File: config.mk
export PLATFORM = sky130hd
export DESIGN_NAME = sd_cmd_receiver
export DESIGN_NICKNAME = d
export VERILOG_FILES = /design/src/rtl/sd_cmd_receiver_pkg.sv /design/src/rtl/sd_cmd_receiver_crc7.sv /design/src/rtl/sd_cmd_receiver.sv
export SDC_FILE = /design/constraint.sdc
export NUM_CORES = 1
export LEC_CHECK = 0
export ABC_AREA = 1
export ABC_CLOCK_PERIOD_IN_PS = 1700
export BUFFER_PORTS_ARGS = -buffer_cell sky130_fd_sc_hd__buf_2
export CAP_MARGIN = 20
export CORE_MARGIN = 2
export CORE_UTILIZATION = 58
export CTS_CLUSTER_DIAMETER = 60
export DETAILED_ROUTE_END_ITERATION = 16
export PLACE_DENSITY = 0.9
export SKIP_CTS_REPAIR_TIMING = 1
export SKIP_LAST_GASP = 1
export SLEW_MARGIN = 15
export SYNTH_ARGS = -nofsm -noshare
export SYNTH_HDL_FRONTEND = slang
export SYNTH_SLANG_ARGS = --single-unit
export TNS_END_PERCENT = 100
File: constraint.sdc
create_clock -name iSD_clock -period 1.7 [get_ports iSD_clock]
set_clock_uncertainty 0.05 [all_clocks]
set_input_delay 0.085 -clock iSD_clock [delete_from_list [all_inputs] [get_ports iSD_clock]]
set_output_delay 0.085 -clock iSD_clock [all_outputs]
set_load 0.05 [all_outputs]
File: src/rtl/sd_cmd_receiver_pkg.sv
// Shared definitions for the SD CMD-line receive path: FSM encoding,
// frame geometry and the CRC7 generator polynomial.
package sd_cmd_receiver_pkg;

  localparam int         FRAME_BITS = 48;
  localparam logic [6:0] CRC_POLY   = 7'h09;

  // Response frame field positions, MSB (start bit) first on the wire.
  localparam int POS_START  = 47;
  localparam int POS_TRANS  = 46;
  localparam int POS_IDX_HI = 45;
  localparam int POS_IDX_LO = 40;
  localparam int POS_ARG_HI = 39;
  localparam int POS_ARG_LO = 8;
  localparam int POS_CRC_HI = 7;
  localparam int POS_CRC_LO = 1;
  localparam int POS_END    = 0;

  typedef enum logic [1:0] {
    ST_IDLE       = 2'd0,
    ST_WAIT_START = 2'd1,
    ST_RECEIVE    = 2'd2,
    ST_CHECK      = 2'd3
  } state_t;

endpackage

File: src/rtl/sd_cmd_receiver_crc7.sv
// Serial CRC7 register, one bit per enabled clock, MSB first.
// Shared with the command transmitter.
module sd_crc7
  import sd_cmd_receiver_pkg::*;
#(
  parameter logic [6:0] POLY = CRC_POLY
) (
  input  logic       i_clk,
  input  logic       i_rst,
  input  logic       i_clear,
  input  logic       i_enable,
  input  logic       i_bit,
  output logic [6:0] o_crc
);

  logic [6:0] r_crc;
  logic       w_fb;

  assign w_fb  = i_bit ^ r_crc[6];
  assign o_crc = r_crc;

  // Galois-style LFSR update; clear has priority over a shift.
  always_ff @(posedge i_clk) begin
    if (i_rst || i_clear) begin
      r_crc <= 7'd0;
    end else if (i_enable) begin
      r_crc <= {r_crc[5:0], 1'b0} ^ (w_fb ? POLY : 7'd0);
    end
  end

endmodule

File: src/rtl/sd_cmd_receiver.sv
// Host-side SD CMD response deserializer: waits for a start bit, shifts in
// a 48-bit short response, checks framing and CRC7 and reports the result.
module sd_cmd_receiver #(
  parameter int         FRAME_BITS     = sd_cmd_receiver_pkg::FRAME_BITS,
  parameter int         TIMEOUT_CYCLES = 64,
  parameter logic [6:0] CRC_POLY       = sd_cmd_receiver_pkg::CRC_POLY
) (
  input  logic        iSD_clock,
  input  logic        iReset,
  input  logic        iEnable,
  input  logic        iCmd_line,
  output logic        oPad_output_input,
  output logic        oBusy,
  output logic [5:0]  oIndex,
  output logic [31:0] oArgument,
  output logic        oValid,
  output logic        oCrc_error,
  output logic        oFrame_error,
  output logic        oTimeout
);
  import sd_cmd_receiver_pkg::*;

  localparam int         TW        = $clog2(TIMEOUT_CYCLES) + 1;
  localparam logic [5:0] LAST_BIT  = 6'(FRAME_BITS - 1);
  localparam logic [5:0] FULL_CNT  = 6'(FRAME_BITS);
  // Only the leading 40 bits (start..argument) are covered by the CRC.
  localparam logic [5:0] CRC_LIMIT = 6'(FRAME_BITS - 8);

  state_t                r_state;
  logic [FRAME_BITS-1:0] r_shift;
  logic [5:0]            r_bitcnt;
  logic [TW-1:0]         r_tmo;

  logic       w_crc_clear;
  logic       w_crc_en;
  logic [6:0] w_crc;
  logic       w_frame_err;
  logic       w_crc_err;

  // The receiver never drives the pad; it only ever requests input mode.
  assign oPad_output_input = 1'b0;
  assign oBusy             = (r_state != ST_IDLE);

  assign w_crc_clear = (r_state == ST_IDLE) && iEnable;
  assign w_crc_en    = iEnable &&
                       (((r_state == ST_WAIT_START) && !iCmd_line) ||
                        ((r_state == ST_RECEIVE) && (r_bitcnt < CRC_LIMIT)));

  assign w_frame_err = r_shift[POS_START] | r_shift[POS_TRANS] | ~r_shift[POS_END];
  assign w_crc_err   = (w_crc != r_shift[POS_CRC_HI:POS_CRC_LO]);

  sd_crc7 #(
    .POLY(CRC_POLY)
  ) u_crc (
    .i_clk    (iSD_clock),
    .i_rst    (iReset),
    .i_clear  (w_crc_clear),
    .i_enable (w_crc_en),
    .i_bit    (iCmd_line),
    .o_crc    (w_crc)
  );

  // Receive FSM with registered result pulses and held index/argument.
  always_ff @(posedge iSD_clock) begin
    if (iReset) begin
      r_state      <= ST_IDLE;
      r_shift      <= '0;
      r_bitcnt     <= 6'd0;
      r_tmo        <= '0;
      oIndex       <= 6'd0;
      oArgument    <= 32'd0;
      oValid       <= 1'b0;
      oCrc_error   <= 1'b0;
      oFrame_error <= 1'b0;
      oTimeout     <= 1'b0;
    end else begin
      oValid       <= 1'b0;
      oCrc_error   <= 1'b0;
      oFrame_error <= 1'b0;
      oTimeout     <= 1'b0;
      case (r_state)
        ST_IDLE: begin
          if (iEnable) begin
            r_state  <= ST_WAIT_START;
            r_tmo    <= '0;
            r_bitcnt <= 6'd0;
          end
        end
        ST_WAIT_START: begin
          r_tmo <= r_tmo + 1'b1;
          if (!iEnable) begin
            r_state <= ST_IDLE;
          end else if (!iCmd_line) begin
            // A start bit on the timeout edge still counts as a start.
            r_shift  <= {r_shift[FRAME_BITS-2:0], iCmd_line};
            r_bitcnt <= 6'd1;
            r_state  <= ST_RECEIVE;
          end else if (r_tmo == TW'(TIMEOUT_CYCLES - 1)) begin
            oTimeout <= 1'b1;
            r_state  <= ST_IDLE;
          end
        end
        ST_RECEIVE: begin
          if (!iEnable) begin
            r_state <= ST_IDLE;
          end else begin
            r_shift  <= {r_shift[FRAME_BITS-2:0], iCmd_line};
            r_bitcnt <= (r_bitcnt == FULL_CNT) ? r_bitcnt : r_bitcnt + 6'd1;
            if (r_bitcnt == LAST_BIT) begin
              r_state <= ST_CHECK;
            end
          end
        end
        ST_CHECK: begin
          r_state <= ST_IDLE;
          if (iEnable) begin
            oIndex    <= r_shift[POS_IDX_HI:POS_IDX_LO];
            oArgument <= r_shift[POS_ARG_HI:POS_ARG_LO];
            if (w_frame_err) begin
              oFrame_error <= 1'b1;
            end else if (w_crc_err) begin
              oCrc_error <= 1'b1;
            end else begin
              oValid <= 1'b1;
            end
          end
        end
        default: r_state <= ST_IDLE;
      endcase
    end
  end

endmodule
==> results.sh, run 1 <==
export IMPL_grt_usage_pct=21.25
export IMPL_wl_per_cell_um=11.47
export IMPL_syn_area_mm2=0.004430
export IMPL_peakVddDrop_uv=1021
export IMPL_grt_pass1_vias=3328
export IMPL_synth_ff_type="dfxtp_1"
export IMPL_setup_viol=0
export IMPL_die_y_um=91.40
export IMPL_drc=0
export IMPL_internal_power_uw=5241
export IMPL_hold_violations=0
export IMPL_route_met3_wl_um=298
export IMPL_routabilityCongestion=0.9246
export IMPL_fin_cells=731
export IMPL_dpl_instance_area_mm2=0.004712
export IMPL_p_leak_uw=0.002154
export IMPL_period_minus_slack_ps=1639
export IMPL_maxCapViolCount=0
export IMPL_cp_arrival_ps=1910
export IMPL_ys_seq_elements=112
export IMPL_ant_nets=0
export IMPL_syn_instance_count=588
export IMPL_ys_seq_area_share_pct=50.61
export IMPL_r2r_end="r_shift[0]$_SDFFE_PP0P_"
export IMPL_layout_nets=638
export IMPL_synth_edf_count=0
export IMPL_clockBufferDepth=2
export IMPL_setup_worst_path_class="reg -> reg"
export IMPL_p_comb_share_pct=40.0
export IMPL_holdPathStages=3
export IMPL_first_pass_iters=5
export IMPL_r2r_start="r_state[0]$_SDFFE_PP0P_"
export IMPL_detailed_place_hpwl_um=5700
export IMPL_clk_latency_ps=380
export IMPL_postSynthNetCount=599
export IMPL_final_max_slew_viol_count=0
export IMPL_tns_ps=0
export IMPL_r2r_cells=8
export IMPL_critical_path_peak_fanout=30
export IMPL_finalInstanceArea_mm2=0.004949
export IMPL_grt_pass1_wl_um=14560
export IMPL_avgSynthCellArea_um2=7.535
export IMPL_cp_data_required_time_ps=1970
export IMPL_diodes=0
export IMPL_root_buffer="clkbuf_8"
export IMPL_initial_core_util_pct=60.44
export IMPL_grt_overflow_total=0
export IMPL_drive_above_1_share_pct=16.14
export IMPL_syn_to_final_growth_pct=11.69
export IMPL_antenna_found_initial=0
export IMPL_num_vias=3747
export IMPL_fillers=591
export IMPL_met1_length_um=3887
export IMPL_dr_first_iter_drc_count=199
export IMPL_pwr_share_clk_pct=16.6
export IMPL_hold_end="oTimeout$_SDFF_PP0_"
export IMPL_multi_input_area_mm2=0.001923
export IMPL_regArea_mm2=0.002245
export IMPL_dieArea_mm2=0.008354
export IMPL_p_total_uw=9044
export IMPL_status="completed"
export IMPL_finalCritPeriodShare_pct=96.44
export IMPL_cts_tree="done"
export IMPL_rsz0062_at_grt="true"
export IMPL_p_per_area_mw_per_mm2=1828
export IMPL_met2_wirelength_um=4038
export IMPL_dp_cells=713
export IMPL_fmax_mhz=609.9
export IMPL_r2r_slack_ps=60
export IMPL_holdCritStartpoint="iEnable"
export IMPL_io_pins=48
export IMPL_cts_buffers=9
export IMPL_dr_max_layer_used="met4"
export IMPL_async_flop_share_pct=0
export IMPL_p_sw_share_pct=42.05
export IMPL_critPathCaptureType="register"
export IMPL_clock_sinks=112
export IMPL_power_switching_uw=3803
export IMPL_core_region_area_mm2=0.007331
export IMPL_wirelength_um=8381
export IMPL_portBuffers=46
export IMPL_ys_warn_count=0
export IMPL_hp_class="in -> reg"
export IMPL_via_per_inst=5.126
export IMPL_start_kind="register"
export IMPL_clk_pin_slew_ps=100
export IMPL_htree_levels=3
export IMPL_seqPwrFrac_pct=43.5
export IMPL_row_count=31
export IMPL_grt_max_degree=58
export IMPL_synth_cell_types=31
export IMPL_die_w_um=91.40
through the flow:
stage | hold slack (ps) | setup WS (ps) | utilization, %
floorplan | 188.9 | 4.812 | -
global placement | 331.1 | 111.0 | 64.28
detailed placement | 331.6 | 27.09 | 64.28
CTS | -78.46 | 8.136 | 66.87
global route | 9.006 | -49.88 | 67.50
finish | 3.285 | 60.51 | 67.50
worst max-delay path by stage:
stage	start	to	slack [ps]	cells after the start
global route	r_state[1]$_SDFFE_PP0P_	r_shift[0]$_SDFFE_PP0P_	-50	8
global placement	r_state[0]$_SDFFE_PP0P_	u_crc.o_crc[6]$_SDFFE_PP0P_	110	9
finish	r_state[0]$_SDFFE_PP0P_	r_shift[0]$_SDFFE_PP0P_	60	8
CTS	r_state[1]$_SDFFE_PP0P_	r_bitcnt[5]$_SDFFE_PP0P_	8	11
detailed placement	r_state[1]$_SDFFE_PP0P_	r_bitcnt[5]$_SDFFE_PP0P_	30	11
floorplan	r_state[0]$_SDFFE_PP0P_	r_tmo[4]$_SDFFE_PP0P_	5	11
layout by cell type, fill, tap and decap left out, types with 2 or more instances in the layout:
cell / synthesis / final
buf_4: 3 / 7
nand4_1: 2 / 2
xnor2_1: 6 / 6
nor3_1: 3 / 3
clkinvlp_4: 0 / 2
a22oi_1: 2 / 2
o21ai_0: 81 / 80
dfxtp_2: 0 / 2
o21ai_1: 13 / 14
nor2_2: 12 / 12
nand2_2: 1 / 3
nand3_1: 9 / 9
a21oi_1: 13 / 13
o21bai_1: 3 / 3
nand2_1: 55 / 53
buf_2: 4 / 46
inv_2: 4 / 5
nor2_1: 200 / 199
buf_12: 0 / 2
xor2_1: 3 / 3
ha_2: 0 / 3
clkinv_4: 0 / 2
inv_1: 25 / 23
dfxtp_1: 112 / 110
dlygate4sd3_1: 0 / 2
ha_1: 7 / 4
clkbuf_8: 0 / 9
cells by family (layout without fill, tap and decap cells):
logic type,after synthesis,in the layout,share of synthesized area [%]
and+or+nand+nor,286,286,25.81
AOI/OAI and AO/OA,114,114,13.30
DFF,112,112,50.61
buffers and inverters,59,103,6.439
xor gates and xnor gates,9,9,1.779
adders and majority gates,7,7,1.977
other,1,1,0.08464
worst max-delay path, cell delays in order, from the launching register on:
cell,delay (ps)
dfxtp_2,370
inv_1,80
ha_2,350
and2_4,150
nand2_4,60
inv_2,90
buf_12,190
nand3_1,100
a21oi_1,120
metal layers:
metal | global-route usage, % | vias to the layer above
met1 | 26.28 | 1713
met4 | 10.10 | 0
li1 | - | 1947
met2 | 35.60 | 76
met3 | 3.983 | 11
met5 | 0 | -
synthesized netlist by cell type, types with 6 or more instances:
cell | n | share of area (%)
dfxtp_1 | 112 | 51
nor2_2 | 12 | 1.7
xnor2_1 | 6 | 1.2
o21ai_1 | 13 | 1.5
nand2_1 | 55 | 4.7
inv_1 | 25 | 2.1
nand3_1 | 9 | 1.0
buf_6 | 6 | 1.5
ha_1 | 7 | 2.0
o21ai_0 | 81 | 9.1
clkbuf_1 | 14 | 1.2
nor2_1 | 200 | 17
a21oi_1 | 13 | 1.5
cell type report:
| cell class | count | area share (%) |
|---|---|---|
| clock buffer | 9 | 2.503 |
| timing repair buffer | 58 | 7.156 |
| tap | 99 | 2.503 |
| sequential | 112 | 45.36 |
| clock inverter | 7 | 1.340 |
| multi-input combinational | 417 | 38.86 |
| inverter | 29 | 2.276 |
power by group through the flow:
stage                     clock (uW)  sequential, uW  combinational, uW
after detailed placement           0            3960               3560
final                           1500            3930               3610
after global placement             0            3920               3390
after global routing            1630            4040               4120
after CTS                       1540            3910               3570
after floorplan                    0            4120               2730
flip-flops by register name, indices dropped and copies added (netlist names):
name,flops
oFrame_error,1
r_tmo,7
r_bitcnt,6
oIndex,6
oTimeout,1
oArgument,32
u_crc.o_crc,7
oValid,1
r_shift,48
oCrc_error,1
r_state,2
Power figures use the tool's default switching activity.
==> inputs of run 2 (changes only) <==
--- a/config.mk
+++ b/config.mk
@@ -6,14 +6,14 @@
 export NUM_CORES = 1
 export LEC_CHECK = 0
 export ABC_AREA = 1
-export ABC_CLOCK_PERIOD_IN_PS = 1700
+export ABC_CLOCK_PERIOD_IN_PS = 1900
 export BUFFER_PORTS_ARGS = -buffer_cell sky130_fd_sc_hd__buf_2
 export CAP_MARGIN = 20
 export CORE_MARGIN = 2
-export CORE_UTILIZATION = 58
+export CORE_UTILIZATION = 62
 export CTS_CLUSTER_DIAMETER = 60
 export DETAILED_ROUTE_END_ITERATION = 16
-export PLACE_DENSITY = 0.9
+export PLACE_DENSITY = 0.95
 export SKIP_CTS_REPAIR_TIMING = 1
 export SKIP_LAST_GASP = 1
 export SLEW_MARGIN = 15
==> constraint.sdc (replaced) <==
create_clock -name iSD_clock -period 1.9 [get_ports iSD_clock]
set_clock_uncertainty 0.05 [all_clocks]
set_input_delay 0.095 -clock iSD_clock [delete_from_list [all_inputs] [get_ports iSD_clock]]
set_output_delay 0.095 -clock iSD_clock [all_outputs]
set_load 0.05 [all_outputs]
==> results.sh, run 2 (same netlist as run 1, synthesis figures left out) <==
export IMPL_initial_core_util_pct=64.50
export IMPL_crit_slowest_cell="dfxtp_1"
export IMPL_layout_nets=636
export IMPL_portBuffers=46
export IMPL_start_kind="register"
export IMPL_clk_latency_ps=370
export IMPL_grt_overflow_total=0
export IMPL_final_max_slew_viol_count=0
export IMPL_hold_violations=1
export IMPL_max_stage_delay_ps=430
export IMPL_path_cells="inv_1 > ha_1 > and2_4 > nand2_4 > buf_4 > o21ai_0 > nor2_1"
export IMPL_cp_num_cells=7
export IMPL_holdPathStages=3
export IMPL_die_w_um=88.54
export IMPL_seqPwrFrac_pct=42.4
export IMPL_first_pass_iters=4
export IMPL_num_vias=3812
export IMPL_tns_ps=0
export IMPL_wl_per_cell_um=12.35
export IMPL_crit_family="flip-flops"
export IMPL_die_y_um=88.54
export IMPL_clockBufferDepth=2
export IMPL_clk_pin_slew_ps=100
export IMPL_grt_usage_pct=23.72
export IMPL_root_buffer="clkbuf_8"
export IMPL_violations="negative hold slack"
export IMPL_reg_top3="r_shift: 48 flops, oArgument: 32 flops"
export IMPL_p_leak_uw=0.002166
export IMPL_p_sw_share_pct=41.42
export IMPL_hold_ws_ps=-4.523
export IMPL_grt_pass1_wl_um=14750
export IMPL_r2r_cells=7
export IMPL_power_switching_uw=3443
export IMPL_cts_tree="done"
export IMPL_diodes=0
export IMPL_pwr_share_clk_pct=19.5
export IMPL_detailed_place_hpwl_um=6013
export IMPL_peakVddDrop_uv=1035
export IMPL_critPathCaptureType="register"
export IMPL_dp_cells=709
export IMPL_multi_input_area_mm2=0.001908
export IMPL_wirelength_um=8969
export IMPL_clock_sinks=112
export IMPL_grt_pass1_vias=3497
export IMPL_cts_buffers=9
export IMPL_hp_class="in -> reg"
export IMPL_internal_power_uw=4869
export IMPL_core_region_area_mm2=0.006869
export IMPL_finalCritPeriodShare_pct=92.24
export IMPL_grt_max_degree=40
export IMPL_antenna_found_initial=0
export IMPL_io_pins=48
export IMPL_via_per_inst=5.251
export IMPL_p_comb_share_pct=38.1
export IMPL_dieArea_mm2=0.007838
export IMPL_setup_worst_path_class="reg -> reg"
export IMPL_finalInstanceArea_mm2=0.004927
export IMPL_routabilityCongestion=0.8398
export IMPL_htree_levels=3
export IMPL_regArea_mm2=0.002242
export IMPL_regMostFlops="r_shift"
export IMPL_rsz0062_at_grt="false"
export IMPL_drive_above_1_share_pct=14.92
export IMPL_dpl_instance_area_mm2=0.004672
export IMPL_fillers=503
export IMPL_fin_cells=726
export IMPL_period_minus_slack_ps=1753
export IMPL_syn_to_final_growth_pct=11.21
export IMPL_maxCapViolCount=0
export IMPL_setup_viol=0
export IMPL_dr_first_iter_drc_count=256
export IMPL_layout_common_cells="nor2_1, dfxtp_1, o21ai_0"
export IMPL_cp_arrival_ps=2010
export IMPL_critical_path_peak_fanout=25
export IMPL_cp_data_required_time_ps=2160
export IMPL_final_common_cell="nor2_1"
export IMPL_drc=0
export IMPL_cp_num_buf_inv=2
export IMPL_row_count=30
export IMPL_largest_reg_flops=48
export IMPL_status="finished with violations"
export IMPL_fmax_mhz=570.6
export IMPL_ant_nets=0
export IMPL_p_per_area_mw_per_mm2=1687
export IMPL_p_total_uw=8312
-- run 2: layout make-up --
cell class	count	share of cell area [%]
Multi-Input combinational cell	417	38.73
Clock inverter	6	2.006
Tap cell	96	2.438
Timing Repair Buffer	56	6.323
Inverter	29	2.209
Sequential cell	112	45.51
Clock buffer	10	2.793
-- run 2: power groups by stage --
stage          sequential, uW  combinational [uW]  clock [uW]
6_report                 3530                3170        1620
5_1_grt                  3600                3560        1740
4_1_cts                  3510                3130        1640
3_5_place_dp             3550                3080           0
3_3_place_gp             3510                2890           0
2_1_floorplan            3690                2430           0
-- run 2: worst paths after layout --
path                                           startpoint                        end  slack (ps)
worst max-delay path              r_state[0]$_SDFFE_PP0P_   r_shift[11]$_SDFFE_PP0P_         150
worst min-delay path                            iCmd_line    r_shift[0]$_SDFFE_PP0P_          -5
worst min register to register  oArgument[4]$_SDFFE_PP0N_  oArgument[4]$_SDFFE_PP0N_         440
worst max register to register    r_state[0]$_SDFFE_PP0P_   r_shift[11]$_SDFFE_PP0P_         150
-- run 2: worst reg2reg max path, stage by stage (launching register included) --
cell,delay (ps)
dfxtp_1,430
inv_1,90
ha_1,350
and2_4,190
nand2_4,60
buf_4,260
o21ai_0,140
nor2_1,130
-- run 2: through the flow --
step                      utilization (%)  setup WS (ps)
after CTS                           71.46          152.1
final                               71.73          147.5
after floorplan                         -          90.41
after global routing                71.73          15.53
after global placement              68.01          262.6
after detailed placement            68.01          184.1
-- run 2: metal layers --
layer  up-vias  GRT usage [%]  share of wire, %
met4         0          13.36               2.7
li1       1932              -                 -
met1      1727          28.08                44
met5         -              0                 0
met3        26          4.291               4.4
met2       127          40.53                49
==> inputs of run 3 (changes only) <==
--- a/config.mk
+++ b/config.mk
@@ -10,10 +10,10 @@
 export BUFFER_PORTS_ARGS = -buffer_cell sky130_fd_sc_hd__buf_2
 export CAP_MARGIN = 20
 export CORE_MARGIN = 2
-export CORE_UTILIZATION = 62
+export CORE_UTILIZATION = 40
 export CTS_CLUSTER_DIAMETER = 60
 export DETAILED_ROUTE_END_ITERATION = 16
-export PLACE_DENSITY = 0.95
+export PLACE_DENSITY = 0.69
 export SKIP_CTS_REPAIR_TIMING = 1
 export SKIP_LAST_GASP = 1
 export SLEW_MARGIN = 15
==> constraint.sdc (replaced) <==
create_clock -name iSD_clock -period 1.9 [get_ports iSD_clock]
set_clock_uncertainty 0.05 [all_clocks]
set_input_delay 0.095 -clock iSD_clock [delete_from_list [all_inputs] [get_ports iSD_clock]]
set_output_delay 0.095 -clock iSD_clock [all_outputs]
set_load 0.01 [all_outputs]
==> results.sh, run 3 (same netlist as run 1, synthesis figures left out) <==
export IMPL_period_minus_slack_ps=1694
export IMPL_grt_overflow_total=0
export IMPL_status="completed"
export IMPL_fin_cells=770
export IMPL_largest_reg_flops=48
export IMPL_finalCritPeriodShare_pct=89.15
export IMPL_final_max_slew_viol_count=0
export IMPL_p_leak_uw=0.002166
export IMPL_grt_pass1_vias=3280
export IMPL_hold_ws_ps=45.70
export IMPL_routabilityCongestion=0.9021
export IMPL_maxCapViolCount=0
export IMPL_drive_above_1_share_pct=14.44
export IMPL_tns_ps=0
export IMPL_p_total_uw=7800
export IMPL_die_y_um=109.2
export IMPL_row_count=38
export IMPL_setup_worst_path_class="reg -> reg"
export IMPL_cts_buffers=9
export IMPL_reg_top3="r_shift: 48 flops, oArgument: 32 flops"
export IMPL_clk_pin_slew_ps=90
export IMPL_root_buffer="clkbuf_8"
export IMPL_grt_max_degree=53
export IMPL_dieArea_mm2=0.01193
export IMPL_htree_levels=3
export IMPL_via_per_inst=4.712
export IMPL_detailed_place_hpwl_um=5722
export IMPL_clock_sinks=112
export IMPL_layout_common_cells="nor2_1, dfxtp_1, o21ai_0"
export IMPL_core_region_area_mm2=0.01084
export IMPL_start_kind="register"
export IMPL_wirelength_um=8294
export IMPL_diodes=0
export IMPL_hold_violations=0
export IMPL_layout_nets=637
export IMPL_cp_data_required_time_ps=2110
export IMPL_drc=0
export IMPL_antenna_found_initial=0
export IMPL_clockBufferDepth=2
export IMPL_wl_per_cell_um=10.77
export IMPL_critPathCaptureType="register"
export IMPL_setup_viol=0
export IMPL_rsz0062_at_grt="false"
export IMPL_ant_nets=0
export IMPL_cts_tree="done"
export IMPL_initial_core_util_pct=40.87
export IMPL_cp_arrival_ps=1900
export IMPL_hp_class="in -> reg"
export IMPL_regMostFlops="r_shift"
export IMPL_dr_first_iter_drc_count=203
export IMPL_dp_cells=753
export IMPL_fmax_mhz=590.4
export IMPL_final_common_cell="nor2_1"
export IMPL_grt_pass1_wl_um=14120
export IMPL_peakVddDrop_uv=708.2
export IMPL_portBuffers=46
export IMPL_io_pins=48
export IMPL_syn_to_final_growth_pct=12.26
export IMPL_clk_latency_ps=370
export IMPL_p_per_area_mw_per_mm2=1568
export IMPL_num_vias=3628
export IMPL_die_w_um=109.2
export IMPL_critical_path_peak_fanout=8
export IMPL_first_pass_iters=4
export IMPL_grt_usage_pct=14.69
run 3: worst paths after layout:
| check | slack (ps) | end | startpoint | cells after the start |
|---|---|---|---|---|
| max | 210 | r_bitcnt[2]$_SDFFE_PP0P_ | r_state[1]$_SDFFE_PP0P_ | 9 |
| min | 50 | oTimeout$_SDFF_PP0_ | iEnable | 3 |
| max reg2reg | 210 | r_bitcnt[2]$_SDFFE_PP0P_ | r_state[1]$_SDFFE_PP0P_ | 9 |
| min reg2reg | 430 | oIndex[1]$_SDFFE_PP0N_ | oIndex[1]$_SDFFE_PP0N_ | 2 |
run 3: layout make-up:
class	count	area (um2)
inverters	29	108.9
repair buffers	57	342.8
flip-flops and latches	112	2242
fillers	1101	5867
clock buffers	10	137.6
well taps	140	175.2
multi-input cells	417	1903
clock inverters	5	63.81
run 3: critical path: stages (launching register included):
cell and delay (ps):
dfxtp_1 370, inv_1 80, ha_1 270, nand2_2 120, nand2_1 50, a21oi_1 100
nand2_1 170, nand2_1 180, nand2_1 60, and2_1 150
run 3: stage by stage:
| step | utilization [%] | worst slack (ps) | cell area [um2] |
|---|---|---|---|
| after floorplan | - | 372.1 | 4431 |
| after global placement | 43.84 | 263.1 | 4752 |
| after detailed placement | 43.84 | 196.9 | 4752 |
| after CTS | 45.69 | 183.6 | 4954 |
| after global routing | 45.88 | 15.10 | 4974 |
| final | 45.88 | 206.1 | 4974 |
run 3: layer usage:
metal  vias to the layer above  track usage (%)  routed length [um]
li1                       1935                -                   -
met1                      1621            18.06                4073
met2                        62            24.45                3710
met3                        10            4.842                 384
met4                         0            4.430                 126
met5                         -                0                   0
run 3: where the power goes:
group | total [uW] | internal, uW | switching (uW)
logic | 2860 | 1120 | 1740
clock network | 1440 | 653 | 788
registers | 3490 | 3020 | 478
